--- src/rtl/serial_subtractor_pkg.sv ---
`default_nettype none
// ============================================================================
// Module   : serial_sub_pkg
// Purpose  : Shared types and constants for the bit-serial subtractor.
// Revision : 1.0 - initial release
// ============================================================================
package serial_sub_pkg;

    localparam int c_default_width = 8;

    typedef enum logic [1:0] {
        IDLE  = 2'd0,
        SHIFT = 2'd1,
        DONE  = 2'd2
    } state_t;

    // Bit counter width: ceil(log2(width)), never below one bit.
    function automatic int cnt_width(input int width);
        return (width > 1) ? $clog2(width) : 1;
    endfunction

endpackage
`default_nettype wire

--- src/rtl/serial_subtractor_if.sv ---
`default_nettype none
// ============================================================================
// Module   : serial_subtractor_if
// Purpose  : Operand/result handshake bundle for serial_subtractor.
// Revision : 1.0 - initial release
// ============================================================================
interface serial_subtractor_if
    import serial_sub_pkg::*;
#(
    parameter int WIDTH = c_default_width
);
    logic             start;
    logic [WIDTH-1:0] a;
    logic [WIDTH-1:0] b;
    logic             busy;
    logic             done;
    logic [WIDTH-1:0] diff;
    logic             borrow_out;

    modport master (output start, a, b, input  busy, done, diff, borrow_out);
    modport slave  (input  start, a, b, output busy, done, diff, borrow_out);
endinterface
`default_nettype wire

--- src/rtl/serial_subtractor_fs_cell.sv ---
`default_nettype none
// ============================================================================
// Module   : half_subtractor / fs_cell
// Purpose  : Single-bit half subtractor and the full subtractor built from two.
// Revision : 1.0 - initial release
// ============================================================================
module half_subtractor (
    input  wire logic a,
    input  wire logic b,
    output logic      d,
    output logic      bout
);
    assign d    = a ^ b;
    assign bout = ~a & b;
endmodule

module fs_cell (
    input  wire logic a,
    input  wire logic b,
    input  wire logic bin,
    output logic      d,
    output logic      bout
);
    logic w_d1;
    logic w_b1;
    logic w_b2;

    half_subtractor u_hs_ab (.a(a),    .b(b),   .d(w_d1), .bout(w_b1));
    half_subtractor u_hs_bi (.a(w_d1), .b(bin), .d(d),    .bout(w_b2));

    assign bout = w_b1 | w_b2;
endmodule
`default_nettype wire

--- src/rtl/serial_subtractor.sv ---
`default_nettype none
// ============================================================================
// Module   : serial_subtractor
// Purpose  : LSB-first bit-serial subtractor, one bit per clock, start/busy/done.
// Revision : 1.0 - initial release
// ============================================================================
module serial_subtractor
    import serial_sub_pkg::*;
#(
    parameter int WIDTH = c_default_width
) (
    input  wire logic          clk,
    input  wire logic          rst,
    serial_subtractor_if.slave bus
);
    localparam int CW = cnt_width(WIDTH);

    state_t           r_state;
    state_t           w_state_next;
    logic [CW-1:0]    r_cnt;
    logic [WIDTH-1:0] r_a;
    logic [WIDTH-1:0] r_b;
    logic [WIDTH-1:0] r_res;
    logic [WIDTH-1:0] r_diff;
    logic             r_bin;
    logic             r_borrow_out;
    logic             w_d;
    logic             w_bout;
    logic             w_accept;
    logic             w_last;
    logic [WIDTH:0]   w_res_cat;
    logic [WIDTH-1:0] w_res_next;

    // The DONE cycle doubles as an accept slot so a held start yields WIDTH+1 cycles/op.
    assign w_accept   = bus.start && ((r_state == IDLE) || (r_state == DONE));
    assign w_last     = (r_state == SHIFT) && (r_cnt == CW'(WIDTH - 1));
    assign w_res_cat  = {w_d, r_res};
    assign w_res_next = w_res_cat[WIDTH:1];

    fs_cell u_cell (
        .a    (r_a[0]),
        .b    (r_b[0]),
        .bin  (r_bin),
        .d    (w_d),
        .bout (w_bout)
    );

    always_ff @(posedge clk or posedge rst) begin
        if (rst) r_state <= IDLE;
        else     r_state <= w_state_next;
    end

    always_comb begin
        w_state_next = r_state;
        case (r_state)
            IDLE:    if (bus.start) w_state_next = SHIFT;
            SHIFT:   if (w_last)    w_state_next = DONE;
            DONE:    w_state_next = bus.start ? SHIFT : IDLE;
            default: w_state_next = IDLE;
        endcase
    end

    always_ff @(posedge clk or posedge rst) begin
        if (rst) begin
            r_cnt        <= '0;
            r_a          <= '0;
            r_b          <= '0;
            r_res        <= '0;
            r_bin        <= 1'b0;
            r_diff       <= '0;
            r_borrow_out <= 1'b0;
        end else if (w_accept) begin
            r_cnt <= '0;
            r_a   <= bus.a;
            r_b   <= bus.b;
            r_res <= '0;
            r_bin <= 1'b0;
        end else if (r_state == SHIFT) begin
            r_a   <= r_a >> 1;
            r_b   <= r_b >> 1;
            r_res <= w_res_next;
            r_bin <= w_bout;
            if (w_last) begin
                r_diff       <= w_res_next;
                r_borrow_out <= w_bout;
            end else begin
                r_cnt <= r_cnt + 1'b1;
            end
        end
    end

    assign bus.busy       = (r_state == SHIFT);
    assign bus.done       = (r_state == DONE);
    assign bus.diff       = r_diff;
    assign bus.borrow_out = r_borrow_out;

endmodule
`default_nettype wire
--- src/flat_wrapper.sv ---
// flat-port wrapper written by rule: the top's interface ports become plain ports
module serial_subtractor_flat import serial_sub_pkg::*;
#(
    parameter int WIDTH = c_default_width
)
  (clk, rst, bus_start, bus_a, bus_b, bus_busy, bus_done, bus_diff, bus_borrow_out);
  serial_subtractor_if #(.WIDTH(WIDTH)) bus_i ();
  input  wire logic clk;
  input  wire logic rst;
  input wire logic [$bits(bus_i.start)-1:0] bus_start;
  input wire logic [$bits(bus_i.a)-1:0] bus_a;
  input wire logic [$bits(bus_i.b)-1:0] bus_b;
  output wire logic [$bits(bus_i.busy)-1:0] bus_busy;
  output wire logic [$bits(bus_i.done)-1:0] bus_done;
  output wire logic [$bits(bus_i.diff)-1:0] bus_diff;
  output wire logic [$bits(bus_i.borrow_out)-1:0] bus_borrow_out;
  assign bus_i.start = bus_start;
  assign bus_i.a = bus_a;
  assign bus_i.b = bus_b;
  assign bus_busy = bus_i.busy;
  assign bus_done = bus_i.done;
  assign bus_diff = bus_i.diff;
  assign bus_borrow_out = bus_i.borrow_out;
  serial_subtractor #(.WIDTH(WIDTH)) u_core (.clk(clk), .rst(rst), .bus(bus_i));
endmodule
--- config.mk ---
export PLATFORM = sky130hd
export DESIGN_NAME = serial_subtractor_flat
export DESIGN_NICKNAME = d
export VERILOG_FILES = /design/src/rtl/serial_subtractor_pkg.sv /design/src/rtl/serial_subtractor_if.sv /design/src/rtl/serial_subtractor_fs_cell.sv /design/src/rtl/serial_subtractor.sv /design/src/flat_wrapper.sv
export SDC_FILE = /design/constraint.sdc
export NUM_CORES = 1
export LEC_CHECK = 0
export CORE_MARGIN = 5
export CORE_UTILIZATION = 55
export CTS_BUF_LIST = sky130_fd_sc_hd__clkbuf_8
export DETAILED_ROUTE_END_ITERATION = 6
export DONT_BUFFER_PORTS = 1
export HOLD_SLACK_MARGIN = 0.03
export PLACE_DENSITY = 0.77
export REMOVE_ABC_BUFFERS = 1
export SLEW_MARGIN = 20
export SYNTH_ARGS = -nofsm -noshare
export SYNTH_HDL_FRONTEND = slang
export SYNTH_HIERARCHICAL = 1
export SYNTH_SLANG_ARGS = --single-unit
--- constraint.sdc ---
create_clock -name clk -period 2.2 [get_ports clk]
set_clock_uncertainty 0.1 [all_clocks]
set_input_delay 0.44 -clock clk [delete_from_list [all_inputs] [get_ports clk]]
set_output_delay 0.44 -clock clk [all_outputs]
set_load 0.01 [all_outputs]
==> impl_metrics.json <==
{
  "outcome": "complete, no violations",
  "path_class": "flip-flop to primary output",
  "slew_headroom_pct": 66.9,
  "synth.distinct_cells": 27,
  "drc_errors": 0,
  "fp.dieW_um": 65.7,
  "max_cap_viol_count": 0,
  "post_cts_buffers": 0,
  "grt_antenna_before_repair": 0,
  "cts_buffer_depth": 2,
  "synth_cells": 145,
  "crit_cells": 2,
  "fin_crit_ps": 1820,
  "clock_latency_ps": 290,
  "power_frac_comb_pct": 35.1,
  "critPathBufInv": 1,
  "r2r_slack_ps": 400,
  "hpwlAfterDp_um": 2060,
  "p_int_uw": 1770,
  "crit_chain": "nand2b_1 > inv_2",
  "async_flop_share_pct": 100,
  "powerDensity_nw_per_um2": 1470,
  "rsz0062_at_grt": "false",
  "clock_power_share_pct": 17.8,
  "p_sw_share_pct": 34.5,
  "setup_viol": 0,
  "drtIter0Drc": 55,
  "final_common_cell": "dfrtp_1",
  "rr_worst_depth": 5,
  "cts_tree": "done",
  "period_share_pct": 82.8,
  "ys_seq_elements": 38,
  "syn2layout_area_growth_pct": 7.39,
  "crit_path_top_delay_cell": "dfrtp_1",
  "power_leakage_uw": 0.000903,
  "cp-endpoint": "bus_busy",
  "fmax_mhz": 549,
  "p_switching_uw": 932,
  "finalMaxSlewViolations": 0,
  "layout-drive-gt1-share_pct": 20.8,
  "synth_area_um2": 1710,
  "grt_max_degree": 39,
  "drtPass1Iterations": 4,
  "die_h_um": 65.7,
  "clk_pin_slew_worst_paths_ps": 70,
  "grt_use_total_pct": 17.0,
  "grt-ovfl-total": 0,
  "final-seq-area_um2": 951,
  "tightest_slew_ps": 497,
  "grt_pass1_wl_um": 5340,
  "vias_per_cell": 5.54,
  "finish.instance_area_um2": 1840,
  "dieArea_um2": 4320,
  "pin_count": 30,
  "critPathTopFamily": "flip-flops",
  "yosysWarningCount": 6,
  "ir_drop_mv": 0.822,
  "htreeDepth": 2,
  "worst_setup_path_end_kind": "primary output",
  "synth_edf_count": 0,
  "portBuffers": 0,
  "wl_per_cell_um": 15.8,
  "r2r-end": "u_core/r_cnt[2]",
  "cp_max_fo": 13,
  "avgSynthCellArea_um2": 11.8,
  "cts.root.buffer_cell": "clkbuf_8",
  "routed_wl_um": 3050,
  "placed_cell_area_um2": 1740,
  "clock-sinks": 38,
  "max_stage_delay_ps": 560,
  "hold_viol_final": 0,
  "cts_buffers": 5,
  "gp_congestion": 0.730,
  "layout.nets": 171,
  "final_cell_mix": "dfrtp_1, inv_1, mux2_2, a21oi_1, o22ai_1",
  "grt_pass1_vias": 1139,
  "multi_input_area_um2": 644,
  "initial_core_util_pct": 56.4,
  "setup-tns-final_ps": 0,
  "vias": 1069,
  "cts_resized": 0,
  "hold_path_class": "primary input to async pin",
  "start_kind": "flip-flop",
  "startpoint": "u_core/r_state[1]",
  "ctsHoldBuffers": 0,
  "required_ps": 1660,
  "final_antenna_net_count": 0,
  "fillers": 234,
  "antenna_cells": 0,
  "seqPwrFrac_pct": 47.1,
  "coreArea_um2": 3030,
  "rows": 20,
  "r2r-start": "u_core/r_cnt[0]",
  "yosys_most_used_dff": "dfrtp_1",
  "cp_data_arrival_time_ps": 1280,
  "ys_seq_area_share_pct": 55.6
}
## power by group through the flow
stage	clock network, µW	registers (µW)	logic, µW
final	481	1270	947
after global routing	535	1320	1090
after CTS	500	1280	957
after detailed placement	0	1290	949
after global placement	0	1260	900
after floorplan	0	1230	778
## flip-flops by register name, indices dropped and copies added, names as in the netlist
register               flops
u_core/r_cnt               3
u_core/r_res               7
u_core/r_b                 8
u_core/r_bin               1
u_core/bus.borrow_out      1
u_core/r_a                 8
u_core/bus.diff            8
u_core/r_state             2
## cells in the mapped netlist, types with 2 or more instances
| master | instances | area, µm² |
|---|---|---|
| nand2_1 | 2 | 7.51 |
| ha_1 | 4 | 50.1 |
| a21oi_1 | 14 | 70.1 |
| nand2b_1 | 3 | 18.8 |
| a22o_1 | 11 | 96.3 |
| buf_2 | 4 | 20.0 |
| mux2i_1 | 3 | 30.0 |
| a211oi_1 | 2 | 15.0 |
| inv_1 | 18 | 67.6 |
| o21ai_0 | 2 | 10.0 |
| dfrtp_1 | 38 | 951 |
| nor2b_1 | 4 | 25.0 |
| mux2_2 | 15 | 169 |
| o22ai_1 | 12 | 75.1 |
## cells by family (layout without fill, tap and decap cells)
| group | count (synthesis) | in the layout | share of synthesized area, % |
|---|---|---|---|
| multiplexers | 19 | 19 | 12.5 |
| AO/OA/AOI/OAI | 43 | 43 | 16.5 |
| XOR/XNOR | 1 | 1 | 0.513 |
| adder cells (fa/ha/maj) | 4 | 4 | 2.93 |
| AND/OR/NAND/NOR | 14 | 14 | 5.20 |
| buffers and inverters | 26 | 30 | 6.66 |
| flip-flops | 38 | 38 | 55.6 |
## stage by stage
stage	utilization [%]	power (µW)	std cells	hold slack [ps]	setup WS, ps
CTS	60.6	2730	193	52.9	357
detailed placement	57.6	2240	185	370	413
global route	60.6	2950	193	87.2	261
global placement	57.6	2160	185	362	467
finish	60.6	2700	193	48.8	378
floorplan	-	2010	138	350	467
## area by class of cell
type	instances	area share [%]
flip-flops and latches	38	51.8
multi-input cells	81	35.1
clock buffers	6	4.50
inverters	19	3.89
well taps	44	3.00
repair buffers	3	1.23
clock inverters	2	0.477
## per-layer routing
layer	part of all wire (%)	vias to the layer above	GRT usage, %
met5	0	-	0
met4	2.1	0	7.77
li1	-	514	-
met2	46	37	26.4
met1	44	512	19.2
met3	8.0	6	8.72
## how the worst min path moves through the flow
| stage | cells after the start | slack, ps | from | to |
|---|---|---|---|---|
| after global routing | 2 | 90 | rst | u_core/r_a[2] |
| after floorplan | 1 | 350 | u_core/r_a[6] | u_core/r_a[6] |
| after detailed placement | 1 | 370 | u_core/r_a[6] | u_core/r_a[6] |
| after global placement | 2 | 360 | rst | u_core/r_a[3] |
| after CTS | 2 | 50 | rst | u_core/r_state[0] |
| final | 2 | 50 | rst | u_core/r_a[2] |
Power figures use the tool's default switching activity.
